--- src/rtl/ltpi_frame_rx_align.sv ---
// LTPI receive framing: K28.5 comma hunt, fixed-length frame alignment, CRC-8 check and lock tracking.
// Define LTPI_RX_ERR_CNT_EN to build the saturating bad-frame counter behind crc_err_cnt/clr_cnt.
module ltpi_frame_rx_align #(
  parameter int         FRAME_LEN = 16,
  parameter logic [7:0] CRC_POLY  = 8'h07,
  parameter int         LOCK_CNT  = 7,
  parameter int         LOSS_CNT  = 3,
  localparam int        IW        = $clog2(FRAME_LEN)
) (
  input  logic          clk,
  input  logic          reset_n,
  input  logic          rx_valid,
  input  logic [7:0]    rx_symbol,
  input  logic          rx_k,
  input  logic          rx_dec_err,
  output logic          frm_valid,
  output logic [7:0]    frm_data,
  output logic [IW-1:0] frm_idx,
  output logic          frm_eof,
  output logic          frm_crc_ok,
  output logic          aligned,
  output logic [15:0]   crc_err_cnt,
  input  logic          clr_cnt
);
  typedef enum logic [1:0] {HUNT, SYNC, LOCKED} state_e;
  localparam logic [IW-1:0] LAST = IW'(FRAME_LEN - 1);

  state_e        state_q, state_d;
  logic [IW-1:0] idx_q, idx_d;
  logic [7:0]    crc_q, crc_d;
  logic          fbad_q, fbad_d;
  logic [7:0]    good_cnt_q, good_cnt_d, bad_cnt_q, bad_cnt_d;
  logic          frm_valid_q, frm_valid_d, frm_eof_q, frm_eof_d, frm_crc_ok_q, frm_crc_ok_d;
  logic [7:0]    frm_data_q, frm_data_d;
  logic [IW-1:0] frm_idx_q, frm_idx_d;
  logic          aligned_q, aligned_d;
  logic          comma, is_last, crc_ok, frame_bad_evt;

  function automatic logic [7:0] crc8_byte(input logic [7:0] c, input logic [7:0] d);
    logic [7:0] r;
    r = c ^ d;
    for (int i = 0; i < 8; i++) r = r[7] ? ((r << 1) ^ CRC_POLY) : (r << 1);
    return r;
  endfunction

  assign comma   = rx_valid && rx_k && (rx_symbol == 8'hBC);
  assign is_last = (idx_q == LAST);
  // Verdict for the frame whose CRC byte is on the input right now.
  assign crc_ok  = !fbad_q && !rx_dec_err && !rx_k && (rx_symbol == crc_q);

  always_comb begin
    state_d       = state_q;
    idx_d         = idx_q;
    crc_d         = crc_q;
    fbad_d        = fbad_q;
    good_cnt_d    = good_cnt_q;
    bad_cnt_d     = bad_cnt_q;
    frm_valid_d   = 1'b0;
    frm_data_d    = '0;
    frm_idx_d     = '0;
    frm_eof_d     = 1'b0;
    frm_crc_ok_d  = 1'b0;
    aligned_d     = (state_q == LOCKED);
    frame_bad_evt = 1'b0;
    if (rx_valid) begin
      if (state_q == HUNT) begin
        if (comma) begin
          state_d = SYNC;
          idx_d   = IW'(1);
          crc_d   = '0;
          fbad_d  = 1'b0;
        end
      end else begin
        idx_d = is_last ? '0 : idx_q + 1'b1;
        if (state_q == LOCKED) begin
          frm_valid_d  = 1'b1;
          frm_data_d   = rx_symbol;
          frm_idx_d    = idx_q;
          frm_eof_d    = is_last;
          frm_crc_ok_d = is_last && crc_ok;
        end
        if (idx_q == '0) begin
          crc_d  = '0;
          fbad_d = !comma;
          if (!comma && state_q == SYNC) begin
            state_d    = HUNT;
            good_cnt_d = '0;
            idx_d      = '0;
          end
        end else if (comma && state_q == SYNC) begin
          // Still acquiring: a stray comma is taken as the true frame start.
          idx_d  = IW'(1);
          crc_d  = '0;
          fbad_d = 1'b0;
        end else if (!is_last) begin
          crc_d  = crc8_byte(crc_q, rx_symbol);
          fbad_d = fbad_q | rx_dec_err | rx_k;
        end else if (state_q == SYNC) begin
          if (!crc_ok) begin
            frame_bad_evt = 1'b1;
            state_d       = HUNT;
            good_cnt_d    = '0;
          end else if (good_cnt_q == 8'(LOCK_CNT - 1)) begin
            state_d    = LOCKED;
            good_cnt_d = '0;
            bad_cnt_d  = '0;
          end else begin
            good_cnt_d = good_cnt_q + 8'd1;
          end
        end else begin
          if (crc_ok) begin
            bad_cnt_d = '0;
          end else begin
            frame_bad_evt = 1'b1;
            if (bad_cnt_q == 8'(LOSS_CNT - 1)) begin
              state_d   = HUNT;
              bad_cnt_d = '0;
            end else begin
              bad_cnt_d = bad_cnt_q + 8'd1;
            end
          end
        end
      end
    end
  end

  always_ff @(posedge clk or negedge reset_n) begin
    if (!reset_n) begin
      state_q      <= HUNT;
      idx_q        <= '0;
      crc_q        <= '0;
      fbad_q       <= 1'b0;
      good_cnt_q   <= '0;
      bad_cnt_q    <= '0;
      frm_valid_q  <= 1'b0;
      frm_data_q   <= '0;
      frm_idx_q    <= '0;
      frm_eof_q    <= 1'b0;
      frm_crc_ok_q <= 1'b0;
      aligned_q    <= 1'b0;
    end else begin
      state_q      <= state_d;
      idx_q        <= idx_d;
      crc_q        <= crc_d;
      fbad_q       <= fbad_d;
      good_cnt_q   <= good_cnt_d;
      bad_cnt_q    <= bad_cnt_d;
      frm_valid_q  <= frm_valid_d;
      frm_data_q   <= frm_data_d;
      frm_idx_q    <= frm_idx_d;
      frm_eof_q    <= frm_eof_d;
      frm_crc_ok_q <= frm_crc_ok_d;
      aligned_q    <= aligned_d;
    end
  end

  assign frm_valid  = frm_valid_q;
  assign frm_data   = frm_data_q;
  assign frm_idx    = frm_idx_q;
  assign frm_eof    = frm_eof_q;
  assign frm_crc_ok = frm_crc_ok_q;
  assign aligned    = aligned_q;

`ifdef LTPI_RX_ERR_CNT_EN
  logic [15:0] err_cnt_q, err_cnt_d;

  always_comb begin
    err_cnt_d = err_cnt_q;
    if (clr_cnt)                                    err_cnt_d = '0;
    else if (frame_bad_evt && err_cnt_q != 16'hFFFF) err_cnt_d = err_cnt_q + 16'd1;
  end

  always_ff @(posedge clk or negedge reset_n) begin
    if (!reset_n) err_cnt_q <= '0;
    else          err_cnt_q <= err_cnt_d;
  end

  assign crc_err_cnt = err_cnt_q;
`else
  logic [1:0] unused_cnt_in;
  assign unused_cnt_in = {clr_cnt, frame_bad_evt};
  assign crc_err_cnt   = '0;
`endif
endmodule

--- config.mk ---
export PLATFORM = sky130hd
export DESIGN_NAME = ltpi_frame_rx_align
export DESIGN_NICKNAME = d
export VERILOG_FILES = /design/src/rtl/ltpi_frame_rx_align.sv
export SDC_FILE = /design/constraint.sdc
export NUM_CORES = 1
export LEC_CHECK = 0
export ABC_AREA = 1
export BUFFER_PORTS_ARGS = -buffer_cell sky130_fd_sc_hd__clkbuf_2
export CAP_MARGIN = 15
export CORE_ASPECT_RATIO = 1.1
export CORE_MARGIN = 2
export CORE_UTILIZATION = 50
export DETAILED_ROUTE_END_ITERATION = 6
export PLACE_DENSITY_LB_ADDON = 0.12
export SLEW_MARGIN = 25
export SYNTH_ARGS = -nofsm -noshare
export SYNTH_HDL_FRONTEND = slang
export SYNTH_SLANG_ARGS = --single-unit
--- constraint.sdc ---
create_clock -name clk -period 2.2 [get_ports clk]
set_clock_uncertainty 0.1 [all_clocks]
set_input_delay 0.11 -clock clk [delete_from_list [all_inputs] [get_ports clk]]
set_output_delay 0.11 -clock clk [all_outputs]
set_load 0.02 [all_outputs]
== Yosys cells after proc, flatten, opt, wreduce, memory -nomap -nowiden ==
Index checks and enable logic that the tools add are counted.

* Register bits: 47
* Input bits: 14
* Output and inout bits: 32
* Word-level logic and storage cells: 131

* Equality and inequality tests: 17
* Bitwise gates (word level): 14
* Mux-type cells: 62
* Reduce and logical (&&, ||, !) cells: 23
* Add/sub/neg operators: 3

{| class="wikitable"
|+ Operators with widths
! kind !! count
|-
| $mux W8 || 20
|-
| $mux W4 || 9
|-
| $mux W3 || 8
|-
| $not A3 Y3 || 8
|-
| $mux W2 || 11
|-
| $add A8 B1 Y8 const B || 2
|-
| $mux W1 || 14
|-
| $ne A4 B1 Y1 const B || 3
|-
| $eq A8 B2 Y1 const B || 1
|-
| $eq A8 B3 Y1 const B || 1
|-
| $eq A8 B8 Y1 || 1
|-
| $eq A8 B8 Y1 const B || 1
|-
| $logic_and A1 B1 Y1 || 8
|-
| $reduce_and A8 Y1 || 1
|-
| $xor A8 B8 Y8 || 1
|-
| $reduce_and A7 Y1 || 1
|-
| $ne A2 B2 Y1 const B || 3
|-
| $reduce_and A6 Y1 || 1
|-
| $add A4 B1 Y4 const B || 1
|-
| $eq A4 B4 Y1 const B || 1
|-
| $logic_not A1 Y1 || 4
|-
| $logic_not A4 Y1 || 1
|-
| $ne A2 B1 Y1 const B || 2
|-
| $reduce_bool A2 Y1 || 2
|-
| other kinds (11) || 14
|}

== Logic depth before layout (Yosys ltp) ==
Gate-level depths: netlist of run 1.

* Word-level depth: 21
* Gate-level depth with buffers: 13
* Mapped depth without buffers: 13

== Worst setup path after synthesis of run 1 ==
No wires, ideal clock.

* Kind: reg-to-reg
* Start: reg crc_q[3]
* End: reg bad_cnt_q[6]
* Setup time: 0.121 ns
* Required time: 1.979 ns
* Cell stages (with the launch flop): 11
* Arrival time: 1.674 ns
* Buffers on the path: 1
* Clock period less this slack: 1.895 ns
* Slack: 0.305 ns
* Path through: dfrtp_1 > xnor2_1 > ha_1 > nand3_1 > nor2_1 > nand2_2 > o21ai_2 > nand3_2 > buf_4 > nand2_1 > o21ai_1

* Cells in the longest elaborated chain, start to end: 4
* Elaborated cells on any way between the ends: 6
* Classes of those cells: eq/ne (2); mux (2); reduce/logical (2)

{| class="wikitable"
|+ Ends and longest elaborated chain
! element !! line !! source
|-
| start: declaration || 30 || <nowiki>logic [7:0] crc_q, crc_d;</nowiki>
|-
| start signal: assignment || 144 || <nowiki>crc_q <= crc_d;</nowiki>
|-
| $eq A8 B8 Y1 * || 49 || <nowiki>assign crc_ok = !fbad_q && !rx_dec_err && !rx_k && (rx_symbol == crc_q);</nowiki>
|-
| $logic_and A1 B1 Y1 * || 49 ||
|-
| $ne A2 B2 Y1 (no source line) / $mux W8 (equally long branches) || n/a ||
|-
| $reduce_and A7 Y1 (no source line) / $mux W8 (equally long branches) || n/a ||
|-
| end signal: assignment || 147 || <nowiki>bad_cnt_q <= bad_cnt_d;</nowiki>
|-
| end: declaration || 32 || <nowiki>logic [7:0] good_cnt_q, good_cnt_d, bad_cnt_q, bad_cnt_d;</nowiki>
|}

Every way passes the cells marked *; elsewhere a longest branch is shown, timed or not.
A chain may end at the register's enable or synchronous reset.

== Final worst setup path of run 1 ==
* Start: in rx_symbol[6]
* End: reg bad_cnt_q[4]

* Cells in the longest elaborated chain, start to end: 5
* Elaborated cells on any way between the ends: 10
* Classes of those cells: eq/ne (3); mux (2); bitwise (1); reduce/logical (4)

{| class="wikitable"
|+ Ends and longest elaborated chain
! element !! line !! source
|-
| start: declaration || 13 || <nowiki>input logic [7:0] rx_symbol,</nowiki>
|-
| parallel branches: the longest is 5 deep, another holds $eq A8 B8 Y1 || n/a ||
|}

Parallel ways; which one is timed is not known.

==> flow_summary.json, run 1 <==
{
  "path_cells": "dlygate4sd3_1 > clkbuf_2 > xnor2_1 > ha_1 > nand3_1 > nor2_2 > nand2_2 > o21ai_4 > inv_1 > nor2_4 > nand2_1 > nand2_1",
  "port_buffers": 28,
  "routed_via_density": 4.90,
  "critPathSlowestCell": "dlygate4sd3_1",
  "final_layout_size_suffix_gt1_share_pct": 15.4,
  "avgRoutedWirePerCell_um": 12.1,
  "fin_nets": 444,
  "r2r_cells": 10,
  "crit_top_cell": "nand2_1",
  "whs_ns": 0.130,
  "arrival_ns": 2.19,
  "utilization_pct": 60.6,
  "numCtsBuffers": 5,
  "gp_congestion": 0.824,
  "hold_viol_final": 0,
  "end_kind": "flop",
  "hold_class": "in -> reg",
  "powerDensity_nw_per_um2": 952,
  "worstSetupStartpointType": "input port",
  "grt_pass1_wl_um": 10300,
  "fin_crit_sh_pct": 93.2,
  "grt_pass1_vias": 2269,
  "io-pin-count": 46,
  "maxCapViolCount": 0,
  "cts_tree": "done",
  "clock_latency_ns": 0.30,
  "drt-initial-drc-count": 143,
  "crit_type": "in -> reg",
  "post-place-ws_ns": 0.0956,
  "cts_sinks": 47,
  "cts_htree_levels": 2,
  "min_path_cells": 3,
  "fmax_mhz": 488,
  "initial_core_util_pct": 52.5,
  "clk_pin_slew_ns": 0.09,
  "fillers": 489,
  "dp_cells": 480,
  "yosysWarnings": 0,
  "grtUsageTotal_pct": 19.6,
  "drv_slew": 0,
  "finalNonFillerCells": 496,
  "outcome": "finished, final reports clean",
  "area_growth_pct": 15.3,
  "p_leak_uw": 0.00174,
  "die_w_um": 76.0,
  "first_pass_iters": 4,
  "synth_cells": 374,
  "grt-ovfl-total": 0,
  "placeableCoreArea_sq_um": 5430,
  "diodes": 0,
  "synth-seq-area-share_pct": 41.2,
  "antenna_found_initial": 0,
  "setup_viol": 0,
  "dpl.hpwl_um": 4380,
  "wl_um": 6020,
  "fp.dieArea_sq_um": 6320,
  "slew_headroom_pct": 60.3,
  "row_count": 28,
  "cts.path.max_buffers": 2,
  "route.antenna.remaining_nets": 0,
  "clockRootBuffer": "clkbuf_8",
  "worstPathRequired_ns": 2.34,
  "grt_max_degree": 48,
  "yosysUniqueCellTypes": 28,
  "crit_fanout": 5,
  "synth_seq_cells": 47,
  "die_y_um": 83.2,
  "drc": 0,
  "tightest_slew_ns": 0.596,
  "vias": 2429,
  "syn_area_sq_um": 2850,
  "avgSynthCellArea_sq_um": 7.62,
  "cts_setup_buffers": 0,
  "reg2reg_slack_ns": 0.23,
  "setup_ws_ns": 0.151,
  "max_stage_delay_ns": 0.54,
  "final.min_clock_period_ns": 2.05,
  "peakVddDrop_mv": 0.568
}
[stage by stage]
step | setup TNS [ns] | instance area [sq um] | total power [uW]
finish | 0 | 3290 | 3130
global route | -0.00379 | 3290 | 3380
CTS | 0 | 3250 | 3120
detailed placement | 0 | 3060 | 2480
global placement | 0 | 3060 | 2450
floorplan | 0 | 2910 | 2150
[sequential cells by signal, indices dropped and copies added, names as in the netlist]
register    flops
bad_cnt_q       8
crc_q           8
frm_data        8
good_cnt_q      8
frm_idx         4
idx_q           4
state_q         2
aligned         1
fbad_q          1
frm_crc_ok      1
frm_eof         1
frm_valid       1
[Yosys cell counts]
cell type / count / share of area [%]
nand3b_1: 2 / 0.53
nand3_1: 22 / 3.9
inv_2: 6 / 0.79
nand2_1: 99 / 13
a21oi_1: 7 / 1.2
nor2_1: 47 / 6.2
buf_4: 17 / 4.5
nor3_1: 3 / 0.53
ha_1: 9 / 3.9
nor2_4: 2 / 0.79
conb_1: 1 / 0.13
nand2_2: 5 / 1.1
xnor2_1: 7 / 2.2
nand3_2: 3 / 1.1
nor2_2: 1 / 0.22
o31ai_1: 1 / 0.26
dfrtp_1: 47 / 41
nand4_2: 2 / 0.88
o22ai_1: 2 / 0.44
nor4_1: 1 / 0.22
o21ai_1: 11 / 1.9
nand4_1: 10 / 2.2
xor2_1: 16 / 4.9
o21ai_0: 7 / 1.2
o21bai_1: 2 / 0.53
inv_1: 41 / 5.4
clkbuf_1: 1 / 0.13
o21ai_2: 2 / 0.61
[placed cells by master, fill, tap and decap left out, drive strengths merged, types with 2 or more instances in the layout]
master	instances
nand3	25
a21oi	7
inv	47
clkbuf	34
conb	16
xor2	16
nand4	12
o21ai	20
nor2	50
buf	6
xnor2	7
dfrtp	47
nor3	3
dlygate4sd3	9
o22ai	2
nand3b	2
nand2	104
o21bai	2
ha	9
[critical path: cells and delay by family]
family / cells / cell delay, ns
AND/OR/NAND/NOR: 6 / 0.69
buffers and inverters: 3 / 0.79
adder cells (fa/ha/maj): 1 / 0.21
XOR/XNOR: 1 / 0.21
AO/OA/AOI/OAI: 1 / 0.17
[where the power goes]
group          internal (uW)  switching (uW)
Combinational            517             847
Clock                    333             282
Sequential              1010             140
[path summary, 6_finish.rpt]
| kind | startpoint | end |
|---|---|---|
| max reg2reg | crc_q[3]$_DFFE_PN0P_ | bad_cnt_q[4]$_DFFE_PN0P_ |
| min | rx_valid | bad_cnt_q[2]$_DFFE_PN0P_ |
| min in group asynchronous | reset_n | aligned$_DFF_PN0_ |
| min reg2reg | state_q[1]$_DFFE_PN0P_ | state_q[1]$_DFFE_PN0P_ |
| max | rx_symbol[6] | bad_cnt_q[4]$_DFFE_PN0P_ |
| max in group asynchronous | reset_n | good_cnt_q[7]$_DFFE_PN0P_ |
[cell families after synthesis]
kind of cell             after synthesis  share of synthesized area (%)
adder cells (fa/ha/maj)                9                           3.95
XOR/XNOR                              23                           7.06
AND/OR/NAND/NOR                      197                           30.6
buffers and inverters                 65                           10.8
AO/OA/AOI/OAI                         32                           6.23
flip-flops                            47                           41.2
other                                  1                          0.132
[per-layer routing]
| layer | global-route usage, % | vias up | wire (um) |
|---|---|---|---|
| met5 | 0 | - | 0 |
| met4 | 5.45 | 0 | 82 |
| li1 | - | 1244 | - |
| met1 | 26.5 | 1126 | 2820 |
| met2 | 32.9 | 51 | 2940 |
| met3 | 2.93 | 8 | 175 |
[layout make-up]
type | instances | area (sq um) | share of cell area [%]
clock inverter | 1 | 30.0 | 0.913
clock buffer | 6 | 72.6 | 2.21
inverter | 47 | 176 | 5.37
timing repair buffer | 43 | 275 | 8.37
tap | 75 | 93.8 | 2.85
multi-input combinational | 277 | 1460 | 44.5
sequential | 47 | 1180 | 35.8
[repair_timing]
action / 4_1_cts / 5_1_grt
endpoints found under the setup margin: 0 / 8
hold buffers: 9 / 0
gates resized for setup: 0 / 7
hold endpoints to repair: 55 / 0
No activity file was read; power rests on OpenSTA's default activity.
==> run 2: changes to the inputs <==
==> constraint.sdc (replaced) <==
create_clock -name clk -period 2.2 [get_ports clk]
set_clock_uncertainty 0.1 [all_clocks]
set_input_delay 0.22 -clock clk [delete_from_list [all_inputs] [get_ports clk]]
set_output_delay 0.22 -clock clk [all_outputs]
set_load 0.02 [all_outputs]
==> flow_summary.json, run 2 (synthesis gave the netlist of run 1 again) <==
{
  "setup_tns_ns": 0,
  "p_total_uw": 3080,
  "tightest_slew_ns": 0.606,
  "p_leak_uw": 0.00172,
  "diodes": 0,
  "grt-ovfl-total": 0,
  "route.antenna.remaining_nets": 0,
  "hold_viol_final": 0,
  "fin_crit_sh_pct": 91.2,
  "antenna_found_initial": 0,
  "avgRoutedWirePerCell_um": 12.1,
  "drc": 0,
  "routed_via_density": 4.89,
  "die_w_um": 76.0,
  "outcome": "finished, final reports clean",
  "clockRootBuffer": "clkbuf_8",
  "rsz0062_at_grt": "false",
  "vias": 2394,
  "row_count": 28,
  "crit_type": "reg -> reg",
  "initial_core_util_pct": 52.5,
  "gp_congestion": 0.819,
  "maxCapViolCount": 0,
  "hold_class": "in -> reg",
  "grt_max_degree": 48,
  "fp.dieArea_sq_um": 6320,
  "worstSetupStartpointType": "flop",
  "setup_viol": 0,
  "powerDensity_nw_per_um2": 962,
  "drv_slew": 0,
  "finalNonFillerCells": 490,
  "final_cell_mix": "nand2_1 (99), nor2_1 (47), dfrtp_1 (47)",
  "grtUsageTotal_pct": 20.0,
  "cts_htree_levels": 2,
  "whs_ns": 0.0492,
  "area_growth_pct": 12.2,
  "clock_latency_ns": 0.30,
  "port_buffers": 28,
  "cts.path.max_buffers": 2,
  "grt_pass1_vias": 2292,
  "cts_tree": "done",
  "placeableCoreArea_sq_um": 5430,
  "fmax_mhz": 498,
  "fin_nets": 438,
  "clk_pin_slew_ns": 0.08,
  "worstPathRequired_ns": 2.34,
  "slew_headroom_pct": 59.6,
  "crit_fanout": 5,
  "dpl.hpwl_um": 4330,
  "end_kind": "flop",
  "dp_cells": 482,
  "numCtsBuffers": 5,
  "final_layout_size_suffix_gt1_share_pct": 15.4,
  "cts_setup_buffers": 0,
  "peakVddDrop_mv": 0.715,
  "io-pin-count": 46,
  "grt_pass1_wl_um": 10400,
  "arrival_ns": 2.15,
  "cts_sinks": 47,
  "fillers": 530,
  "final.min_clock_period_ns": 2.01,
  "drt-initial-drc-count": 130,
  "die_y_um": 83.2,
  "first_pass_iters": 4,
  "wl_um": 5920,
  "final_common_cell": "nand2_1"
}
## run 2: changes by cell type in the layout (fill, tap and decap cells not counted), sizes merged
cell,change
dlygate4sd3,-8
buf,+2
## run 2: worst paths after layout
path / startpoint / end / slack, ns / cells past startpoint
setup / recovery: crc_q[2]$_DFFE_PN0P_ / bad_cnt_q[4]$_DFFE_PN0P_ / 0.19 / 12
hold / removal: rx_symbol[7] / frm_data[7]$_DFF_PN0_ / 0.05 / 3
setup reg to reg: crc_q[2]$_DFFE_PN0P_ / bad_cnt_q[4]$_DFFE_PN0P_ / 0.19 / 12
hold reg to reg: state_q[1]$_DFFE_PN0P_ / state_q[1]$_DFFE_PN0P_ / 0.41 / 2
max in group asynchronous: reset_n / good_cnt_q[7]$_DFFE_PN0P_ / 1.13 / 3
min in group asynchronous: reset_n / aligned$_DFF_PN0_ / 0.45 / 3
## run 2: report_power, final
part	internal, uW	switching [uW]
clock network	333	284
logic	497	818
registers	1010	136
total	1840	1240
## run 2: critical path, cell delays in order, from the launching register on
cell	delay (ns)
dfrtp_1	0.39
xor2_1	0.17
inv_1	0.11
ha_1	0.19
nand3_1	0.11
nor2_1	0.18
nand2_2	0.12
o21ai_2	0.18
inv_1	0.06
nor2_1	0.10
buf_4	0.15
nand2_1	0.05
nand2_1	0.05
## run 2: metal layers
layer | vias to the layer above | routed length (um) | global-route usage (%)
met2 | 41 | 2780 | 32.3
li1 | 1229 | - | -
met4 | 0 | 95 | 6.78
met1 | 1115 | 2830 | 26.7
met5 | - | 0 | 0
met3 | 9 | 220 | 4.13
## run 2: cell type report
| cell class | instances | area [sq um] | area share, % |
|---|---|---|---|
| Timing Repair Buffer | 37 | 210 | 6.57 |
| Sequential cell | 47 | 1180 | 36.8 |
| Tap cell | 75 | 93.8 | 2.93 |
| Clock inverter | 1 | 30.0 | 0.939 |
| Clock buffer | 6 | 72.6 | 2.27 |
| Multi-Input combinational cell | 277 | 1440 | 45.0 |
| Inverter | 47 | 176 | 5.52 |
## run 2: metrics by stage
step | setup WS (ns) | util, % | instance area, sq um
floorplan | 0.305 | - | 2910
global placement | 0.222 | 56.5 | 3070
detailed placement | 0.185 | 56.5 | 3070
CTS | 0.139 | 58.6 | 3180
global route | 0.00662 | 58.9 | 3200
finish | 0.193 | 58.9 | 3200
## run 2: what timing repair did
| item | CTS | global route |
|---|---|---|
| hold buffers | 1 | 0 |
| resized for setup | 0 | 2 |
| endpoints found under the hold margin | 47 | 0 |
| endpoints found under the setup margin | 0 | 8 |
